<file path="src/rtl/riscv_lsu_ctrl_pkg.sv">
// Shared types and constants for the load/store unit: operation and size
// encodings, exception causes, controller state and byte-enable decode.
package riscv_lsu_ctrl_pkg;

    typedef enum logic [2:0] {
        OP_NONE   = 3'd0,
        OP_LOAD   = 3'd1,
        OP_LOAD_U = 3'd2,
        OP_STORE  = 3'd3
    } mem_op_e;

    typedef enum logic [1:0] {
        SIZE_BYTE = 2'd0,
        SIZE_HALF = 2'd1,
        SIZE_WORD = 2'd2
    } mem_size_e;

    typedef enum logic [1:0] {
        ST_IDLE  = 2'd0,
        ST_READ  = 2'd1,
        ST_WRITE = 2'd2,
        ST_FAULT = 2'd3
    } lsu_state_e;

    localparam logic [3:0] EXC_LOAD_MISALIGN  = 4'd4;
    localparam logic [3:0] EXC_LOAD_FAULT     = 4'd5;
    localparam logic [3:0] EXC_STORE_MISALIGN = 4'd6;
    localparam logic [3:0] EXC_STORE_FAULT    = 4'd7;

    function automatic logic [3:0] be_decode(input mem_size_e size, input logic [1:0] off);
        case (size)
            SIZE_BYTE: be_decode = 4'b0001 << off;
            SIZE_HALF: be_decode = 4'b0011 << {off[1], 1'b0};
            default:   be_decode = 4'b1111;
        endcase
    endfunction

endpackage

</file>
<file path="src/rtl/riscv_lsu_extend.sv">
// Load lane select: picks the byte/halfword addressed by the low address bits
// and sign- or zero-extends it to 32 bits; words pass through untouched.
module riscv_lsu_extend
    import riscv_lsu_ctrl_pkg::*;
(
    input  logic [31:0] rdata,
    input  mem_size_e   size,
    input  logic [1:0]  byte_off,
    input  logic        is_unsigned,
    output logic [31:0] data
);

    logic [7:0]  byte_lane;
    logic [15:0] half_lane;

    always_comb begin
        case (byte_off)
            2'd0:    byte_lane = rdata[7:0];
            2'd1:    byte_lane = rdata[15:8];
            2'd2:    byte_lane = rdata[23:16];
            default: byte_lane = rdata[31:24];
        endcase
        half_lane = byte_off[1] ? rdata[31:16] : rdata[15:0];
        case (size)
            SIZE_BYTE: data = {{24{byte_lane[7] & ~is_unsigned}}, byte_lane};
            SIZE_HALF: data = {{16{half_lane[15] & ~is_unsigned}}, half_lane};
            default:   data = rdata;
        endcase
    end

endmodule

</file>
<file path="src/rtl/riscv_lsu_ctrl.sv">
// Memory-stage load/store controller: accepts one request at a time, drives a
// level-request data bus, extends load data and reports misalign/timeout faults.
module riscv_lsu_ctrl
    import riscv_lsu_ctrl_pkg::*;
#(
    parameter int unsigned TIMEOUT_CYCLES = 255
) (
    input  logic        clk,
    input  logic        reset_n,
    input  logic        req_valid,
    input  logic [2:0]  mem_op_in,
    input  logic [1:0]  mem_size_in,
    input  logic [31:0] addr_in,
    input  logic [31:0] wdata_in,
    output logic [31:0] dmem_addr,
    output logic [31:0] dmem_wdata,
    output logic [3:0]  dmem_be,
    output logic        dmem_read_req,
    output logic        dmem_write_req,
    input  logic        dmem_read_ack,
    input  logic        dmem_write_ack,
    input  logic [31:0] dmem_rdata,
    output logic        stall_out,
    output logic        rsp_valid,
    output logic [31:0] load_data,
    output logic        exc_valid,
    output logic [3:0]  exc_cause,
    output lsu_state_e  dbg_state
);

    localparam logic [15:0] TIMEOUT_LIM = TIMEOUT_CYCLES[15:0];

    lsu_state_e  state;
    logic [31:0] addr_q;
    logic [31:0] wdata_q;
    mem_op_e     op_q;
    mem_size_e   size_q;
    logic [15:0] wait_cnt;

    mem_size_e   size_norm;
    logic        op_legal;
    logic        is_store_in;
    logic        misaligned;
    logic        accept;
    logic [31:0] ext_data;

    // Handshake: a request is taken when req_valid is high with a real op while
    // IDLE; stall_out holds the pipeline (and its request) until completion.
    assign op_legal    = (mem_op_in == OP_LOAD) || (mem_op_in == OP_LOAD_U) || (mem_op_in == OP_STORE);
    assign is_store_in = (mem_op_in == OP_STORE);
    assign size_norm   = (mem_size_in == 2'd0) ? SIZE_BYTE :
                         (mem_size_in == 2'd1) ? SIZE_HALF : SIZE_WORD;
    assign misaligned  = ((size_norm == SIZE_HALF) && addr_in[0]) ||
                         ((size_norm == SIZE_WORD) && (addr_in[1:0] != 2'b00));
    assign accept      = (state == ST_IDLE) && req_valid && op_legal;
    assign stall_out   = (state != ST_IDLE) || accept;

    assign dmem_addr  = {addr_q[31:2], 2'b00};
    assign dmem_be    = ((state == ST_READ) || (state == ST_WRITE)) ? be_decode(size_q, addr_q[1:0]) : 4'b0000;
    assign dmem_wdata = (size_q == SIZE_BYTE) ? {4{wdata_q[7:0]}} :
                        (size_q == SIZE_HALF) ? {2{wdata_q[15:0]}} : wdata_q;
    assign dbg_state  = state;

    riscv_lsu_extend u_extend (
        .rdata       (dmem_rdata),
        .size        (size_q),
        .byte_off    (addr_q[1:0]),
        .is_unsigned (op_q == OP_LOAD_U),
        .data        (ext_data)
    );

    always_ff @(posedge clk or negedge reset_n) begin
        if (!reset_n) begin
            state          <= ST_IDLE;
            addr_q         <= '0;
            wdata_q        <= '0;
            op_q           <= OP_NONE;
            size_q         <= SIZE_BYTE;
            wait_cnt       <= '0;
            dmem_read_req  <= 1'b0;
            dmem_write_req <= 1'b0;
            rsp_valid      <= 1'b0;
            load_data      <= '0;
            exc_valid      <= 1'b0;
            exc_cause      <= '0;
        end else begin
            rsp_valid <= 1'b0;
            exc_valid <= 1'b0;
            case (state)
                ST_IDLE: begin
                    if (accept) begin
                        addr_q   <= addr_in;
                        wdata_q  <= wdata_in;
                        op_q     <= mem_op_e'(mem_op_in);
                        size_q   <= size_norm;
                        wait_cnt <= '0;
                        if (misaligned) begin
                            state     <= ST_FAULT;
                            exc_valid <= 1'b1;
                            exc_cause <= is_store_in ? EXC_STORE_MISALIGN : EXC_LOAD_MISALIGN;
                        end else if (is_store_in) begin
                            state          <= ST_WRITE;
                            dmem_write_req <= 1'b1;
                        end else begin
                            state         <= ST_READ;
                            dmem_read_req <= 1'b1;
                        end
                    end
                end
                ST_READ: begin
                    // An ack landing on the expiry cycle still completes the load.
                    if (dmem_read_ack) begin
                        state         <= ST_IDLE;
                        dmem_read_req <= 1'b0;
                        rsp_valid     <= 1'b1;
                        load_data     <= ext_data;
                    end else if (wait_cnt == TIMEOUT_LIM) begin
                        state         <= ST_IDLE;
                        dmem_read_req <= 1'b0;
                        exc_valid     <= 1'b1;
                        exc_cause     <= EXC_LOAD_FAULT;
                    end else begin
                        wait_cnt <= wait_cnt + 16'd1;
                    end
                end
                ST_WRITE: begin
                    if (dmem_write_ack) begin
                        state          <= ST_IDLE;
                        dmem_write_req <= 1'b0;
                        rsp_valid      <= 1'b1;
                    end else if (wait_cnt == TIMEOUT_LIM) begin
                        state          <= ST_IDLE;
                        dmem_write_req <= 1'b0;
                        exc_valid      <= 1'b1;
                        exc_cause      <= EXC_STORE_FAULT;
                    end else begin
                        wait_cnt <= wait_cnt + 16'd1;
                    end
                end
                default: state <= ST_IDLE;
            endcase
        end
    end

endmodule

</file>
<file path="config.mk">
export PLATFORM = sky130hd
export DESIGN_NAME = riscv_lsu_ctrl
export DESIGN_NICKNAME = d
export VERILOG_FILES = /design/src/rtl/riscv_lsu_ctrl_pkg.sv /design/src/rtl/riscv_lsu_extend.sv /design/src/rtl/riscv_lsu_ctrl.sv
export SDC_FILE = /design/constraint.sdc
export NUM_CORES = 1
export LEC_CHECK = 0
export ABC_AREA = 1
export BUFFER_PORTS_ARGS = -buffer_cell sky130_fd_sc_hd__buf_2
export CORE_UTILIZATION = 40
export DETAILED_ROUTE_END_ITERATION = 16
export HOLD_SLACK_MARGIN = 0.1
export PLACE_DENSITY = 0.65
export SLEW_MARGIN = 20
export SYNTH_ARGS = -nofsm -noshare
export SYNTH_HDL_FRONTEND = slang
export SYNTH_SLANG_ARGS = --single-unit
</file>
<file path="constraint.sdc">
create_clock -name clk -period 3.65 [get_ports clk]
set_input_delay 0 -clock clk [delete_from_list [all_inputs] [get_ports clk]]
set_output_delay 0 -clock clk [all_outputs]
set_load 0.02 [all_outputs]
</file>
==> results of run 1 <==
[registers in the layout, summed over array words and instances, names as in the netlist, 2 cells and up]
signal     count
op_q           3
addr_q        32
wdata_q       32
load_data     32
exc_cause      3
dbg_state      2
wait_cnt      16
size_q         2
[critical path, delay by kind of cell (launching register included)]
| family | cells | cell delay (ps) |
|---|---|---|
| flops | 1 | 830 |
| buf+inv | 4 | 1660 |
| compound gates | 3 | 640 |
[Yosys cell counts (2+ instances only)]
master | number | area share
nand2_1 | 357 | 0.20
o21ai_2 | 2 | 0.0026
xor2_1 | 4 | 0.0052
inv_1 | 68 | 0.038
o21ai_1 | 23 | 0.017
nor2_1 | 56 | 0.031
inv_2 | 6 | 0.0033
nand2_2 | 2 | 0.0019
nand3_2 | 3 | 0.0045
ha_1 | 6 | 0.011
nand3_1 | 52 | 0.039
nor2_4 | 4 | 0.0067
o21bai_1 | 2 | 0.0022
dfrtp_1 | 126 | 0.47
nor3_1 | 2 | 0.0015
a21oi_1 | 35 | 0.026
o21ai_0 | 47 | 0.035
buf_4 | 48 | 0.053
a31oi_1 | 2 | 0.0019
o211ai_1 | 8 | 0.0089
buf_6 | 5 | 0.0084
nand4_1 | 8 | 0.0074
buf_2 | 7 | 0.0052
clkbuf_1 | 16 | 0.0089
[power breakdown]
part	internal (mW)	total, mW	leakage [nW]	switching [mW]
combinational	1.23	3.68	3.08	2.45
sequential	1.98	2.40	1.55	0.417
clock	0.913	1.49	0.261	0.582
total	4.13	7.57	4.89	3.45
[metal layers]
metal	up-vias	track usage	part of all wire
met2	271	0.382	0.48
met1	3143	0.300	0.44
met5	-	0	0
met3	40	0.0465	0.054
met4	0	0.0924	0.022
li1	3381	-	-
[layout make-up]
class	count	share of cell area
sequential	126	0.336
clock inverter	7	0.00400
clock buffer	25	0.0517
tap	220	0.0293
timing repair buffer	343	0.252
multi-input combinational	625	0.298
inverter	74	0.0296
[per-stage QoR]
step | hold WS (ps) | std cells | area, µm² | utilization | setup WS [ps]
global placement | 176 | 1262 | 7610 | 0.460 | 1240
detailed placement | 170 | 1262 | 7610 | 0.460 | 1170
global route | 325 | 1420 | 9390 | 0.568 | 244
floorplan | -296 | 902 | 6740 | - | 1780
CTS | 290 | 1420 | 9390 | 0.568 | 467
finish | 256 | 1420 | 9390 | 0.568 | 403
[cells in the final DEF, fill, tap and decap left out, drive strengths merged, types with 2 or more instances in the layout]
master / n
buf: 217
nor2: 62
nor3: 3
dfrtp: 126
clkinv: 6
clkbuf: 25
nand3: 55
o21ai: 72
o21bai: 2
inv: 74
a31oi: 2
ha: 6
nand4: 8
conb: 3
xor2: 4
nand2: 359
a21oi: 35
o211ai: 8
dlygate4sd3: 126
[worst max path at each step]
stage                             from      endpoint  slack, ps  depth (start not counted)
after floorplan           dbg_state[0]    dmem_be[3]       1780                          5
after global placement    dbg_state[0]  exc_cause[1]       1240                         10
after detailed placement  dbg_state[1]  exc_cause[0]       1170                         10
after CTS                    size_q[1]  load_data[4]        470                          7
after global routing         size_q[1]  load_data[4]        240                          7
final                        size_q[1]  load_data[4]        400                          7
[logic make-up after synthesis]
kind of cell	after synthesis
AND/OR/NAND/NOR	489
buffers and inverters	151
flip-flops	126
AO/OA/AOI/OAI	123
adder cells (fa/ha/maj)	6
XOR/XNOR	4
other	1
==> results.cfg, run 1 <==
[global_route]
grt_pass1_vias = 6593
grt_pass1_wl_mm = 32.1
grt-ovfl-total = 0
grt_max_degree = 99
antenna_found_initial = 0
grtUsageTotal = 0.232

[timing]
slew_headroom = 0.281
slew_violations = 0
fin_skew_ps = 5.89
grt_setup_unrepaired = no
setup_viol = 0
hold_viol = 0
worst_slew_pin_slew_ps = 1080
timing.fmax_ghz = 0.308
tns_ps = 0
period_minus_slack_ps = 3250
fin_crit_sh = 0.890

[synth]
synth_top_family_by_area = simple AND/OR/NAND/NOR gates
synthSimpleGateAreaFrac = 0.299
ys_warn_count = 0
synthCells = 900
syn_avg_cell_area_um2 = 7.48
yosys.cell_types.count = 35
synth_area_mm2 = 0.00674
async_flop_share = 1.00
synth_fa_ha_area_frac = 0.0111
ys_ff_latch = 126
synth_compound_area_frac = 0.0984
synth_flop_cell = dfrtp_1
synthXorXnorAreaFrac = 0.00520
ys_seq_area_frac = 0.468
synth-edff-count = 0
synth.area.mux_share = 0

[routing]
drt-total-wl_mm = 19.7
drt_iter0_drc = 561
vias_per_cell = 4.81
dr.pass1.iters = 6
ant_nets = 0
wire_per_inst_um = 13.8
drc = 0
vias = 6835

[power]
p_total_mw = 7.57
cellPowerDensity_mw_per_mm2 = 806
vdd_drop_max_mv = 0.397
p_leak_nw = 4.89

[clock_network]
cts_max_level = 4
cts_tree = done
cts_hold_buffers = 126
root_buffer = clkbuf_16
clockBufferDepth = 2
clkSinkCount = 126
clk_pin_slew_ps = 50
numCtsBuffers = 17
clk_latency_ps = 410
cts_setup_buffers = 0
cts_resized = 0

[setup_path]
cp_slowest_stage_delay_ps = 830
rr_worst_depth = 7
ff2ff_setup_slack_ps = 400
worstPathCellList = inv_1, o211ai_1, o21ai_0, dlygate4sd3_1, inv_1, a21oi_1, dlygate4sd3_1
arrival_ps = 3540
r2r_start = size_q[1]
rr_endpoint = load_data[4]
start_kind = register
required_ps = 3940
crit_fanout = 19
endpoint_kind = register
crit_path_top_delay_cell = dfrtp_1
critical_path_class = reg -> reg

[finish]
multi_input_area_mm2 = 0.00280
drive_above_1_share = 0.221
fin_nets = 1299
fillers = 1501
area_growth_pct = 39.4
antenna_cells = 0
seqCellArea_mm2 = 0.00315

[die]
core_mm2 = 0.0165
start_util = 0.408
dieWidth_um = 132
dieHeight_um = 132
boundaryPins = 217
rows = 47
die_area_mm2 = 0.0174

[flow_run]
cap_violations = 0

[placement]
hpwl_mm = 12.6
portBuffers = 213
gp_congestion = 0.860

[worst_hold_path]
hp-class = in -> async

[status]
status = finished clean
Power figures use the tool's default switching activity.
==> run 2, diff against run 1 <==
Settings changed: PLACE_DENSITY 0.65 to 0.76, SLEW_MARGIN 20 to 10.
Clock period 3.65 ns to 4.2 ns, I/O delays scaled along.
==> run 2 against run 1 <==
Non-clock buffer count increased by 4. Final area increased by 1.2%. Worst setup slack improved by 520 ps. Count of clock-buffer cells in the layout decreased by 8. Sequential share of layout area decreased by 0.40 points. Largest power group unchanged.
==> results.cfg, run 2 (same netlist as run 1, synthesis figures left out) <==
[status]
status = finished clean

[timing]
timing.fmax_ghz = 0.305
setup_viol = 0
grt_setup_unrepaired = no
worst_slew_pin_slew_ps = 1080
tns_ps = 0
slew_headroom = 0.281
hold_viol = 0
fin_skew_ps = 12.1
slew_violations = 0
period_minus_slack_ps = 3280
fin_crit_sh = 0.780

[global_route]
grt_max_degree = 76
grt_pass1_wl_mm = 34.9
antenna_found_initial = 1
grt_pass1_vias = 6961
grt-ovfl-total = 0
grtUsageTotal = 0.254

[die]
dieHeight_um = 132
boundaryPins = 217
die_area_mm2 = 0.0174
core_mm2 = 0.0165
rows = 47
dieWidth_um = 132
start_util = 0.408

[setup_path]
crit_fanout = 40
required_ps = 4490
timing.critical_path.from = dbg_state[1]
endpoint_kind = register
r2r_start = dbg_state[1]
worstPathCellList = inv_1, ha_1, nand2_2, inv_1, o21ai_0, nor2_1, dlygate4sd3_1, nor2_1
arrival_ps = 3570
critical_path_class = reg -> reg
cp_slowest_stage_delay_ps = 910
start_kind = register
crit_path_top_delay_cell = inv_1

[finish]
fillers = 1389
largestRegisters = addr_q x32, load_data x32, wdata_q x32
fin_area_mm2 = 0.00950
layout.cells.non_filler = 1422
layout_commonest_cell = nand2_1
multi_input_area_mm2 = 0.00280
drive_above_1_share = 0.222
final_cell_mix = 357 x nand2_1, 212 x buf_2, 130 x dlygate4sd3_1, 126 x dfrtp_1, 68 x inv_1
area_growth_pct = 41.1
fin_nets = 1303
seqCellArea_mm2 = 0.00315
final_core_util = 0.575

[clock_network]
cts_max_level = 4
clockBufferDepth = 2
cts_tree = done
numCtsBuffers = 17
clkSinkCount = 126
clk_pin_slew_ps = 60
cts_setup_buffers = 0
root_buffer = clkbuf_16
clk_latency_ps = 420

[routing]
dr.pass1.iters = 7
wire_per_inst_um = 15.3
vias = 7176
drt_iter0_drc = 784
drt-total-wl_mm = 21.8
drc = 0
vias_per_cell = 5.05
ant_nets = 0

[placement]
portBuffers = 213
dp.cells = 1262
place_area_mm2 = 0.00760
gp_congestion = 0.904
hpwl_mm = 13.4

[power]
sw_frac_of_total = 0.454
vdd_drop_max_mv = 0.391
p_switching_mw = 3.14
power_frac_seq = 0.303
p_clk_frac = 0.219
p_leak_nw = 4.93
p_total_mw = 6.91
intPower_mw = 3.77
comb_power_share = 0.478
cellPowerDensity_mw_per_mm2 = 727

[flow_run]
cap_violations = 0

[worst_hold_path]
hp-class = in -> async
-- run 2: path summary, 6_finish.rpt --
check	endpoint	slack (ps)	depth (start not counted)
max in group asynchronous	addr_q[6]	2980	3
hold / removal	wdata_q[3]	260	2
setup / recovery	load_data[2]	920	8
hold reg to reg	addr_q[22]	460	2
min in group clk	addr_q[20]	320	4
setup reg to reg	load_data[2]	920	8
-- run 2: through the flow --
stage / hold WS (ps) / worst slack [ps]
CTS: 268 / 1130
detailed placement: 165 / 1660
floorplan: -296 / 2330
global placement: 159 / 1750
finish: 257 / 922
global route: 319 / 715
-- run 2: worst max-delay path: cells and delay by family (launching register included) --
kind            cells  cell delay (ps)
compound gates      1              290
fa+ha+maj           1              210
buf+inv             3             1640
flops               1              420
simple gates        3              570
-- run 2: power by group through the flow --
| stage | Sequential [mW] | Combinational (mW) | Clock [mW] |
|---|---|---|---|
| after floorplan | 2.21 | 2.13 | 0 |
| after global placement | 2.08 | 2.96 | 0 |
| after detailed placement | 2.08 | 3.01 | 0 |
| after CTS | 2.07 | 3.21 | 1.54 |
| after global routing | 2.14 | 3.57 | 1.59 |
| final | 2.09 | 3.30 | 1.52 |
-- run 2: metal layers --
| layer | vias to the layer above | share of wire | global-route usage |
|---|---|---|---|
| met5 | - | 0 | 0 |
| met4 | 0 | 0.044 | 0.136 |
| met3 | 87 | 0.069 | 0.0531 |
| met2 | 387 | 0.50 | 0.442 |
| met1 | 3325 | 0.39 | 0.295 |
| li1 | 3377 | - | - |
-- run 2: repair_timing --
action / CTS / global route
endpoints found under the hold margin: 171 / 0
resized for setup: 0 / 0
hold buffers: 130 / 0
-- run 2: cell type report --
type                            instances  share of cell area
Antenna cell                            1            0.000263
Clock buffer                           17              0.0448
Clock inverter                         12              0.0182
Inverter                               74              0.0292
Multi-Input combinational cell        625               0.294
Sequential cell                       126               0.332
Tap cell                              220              0.0290
Timing Repair Buffer                  347               0.253
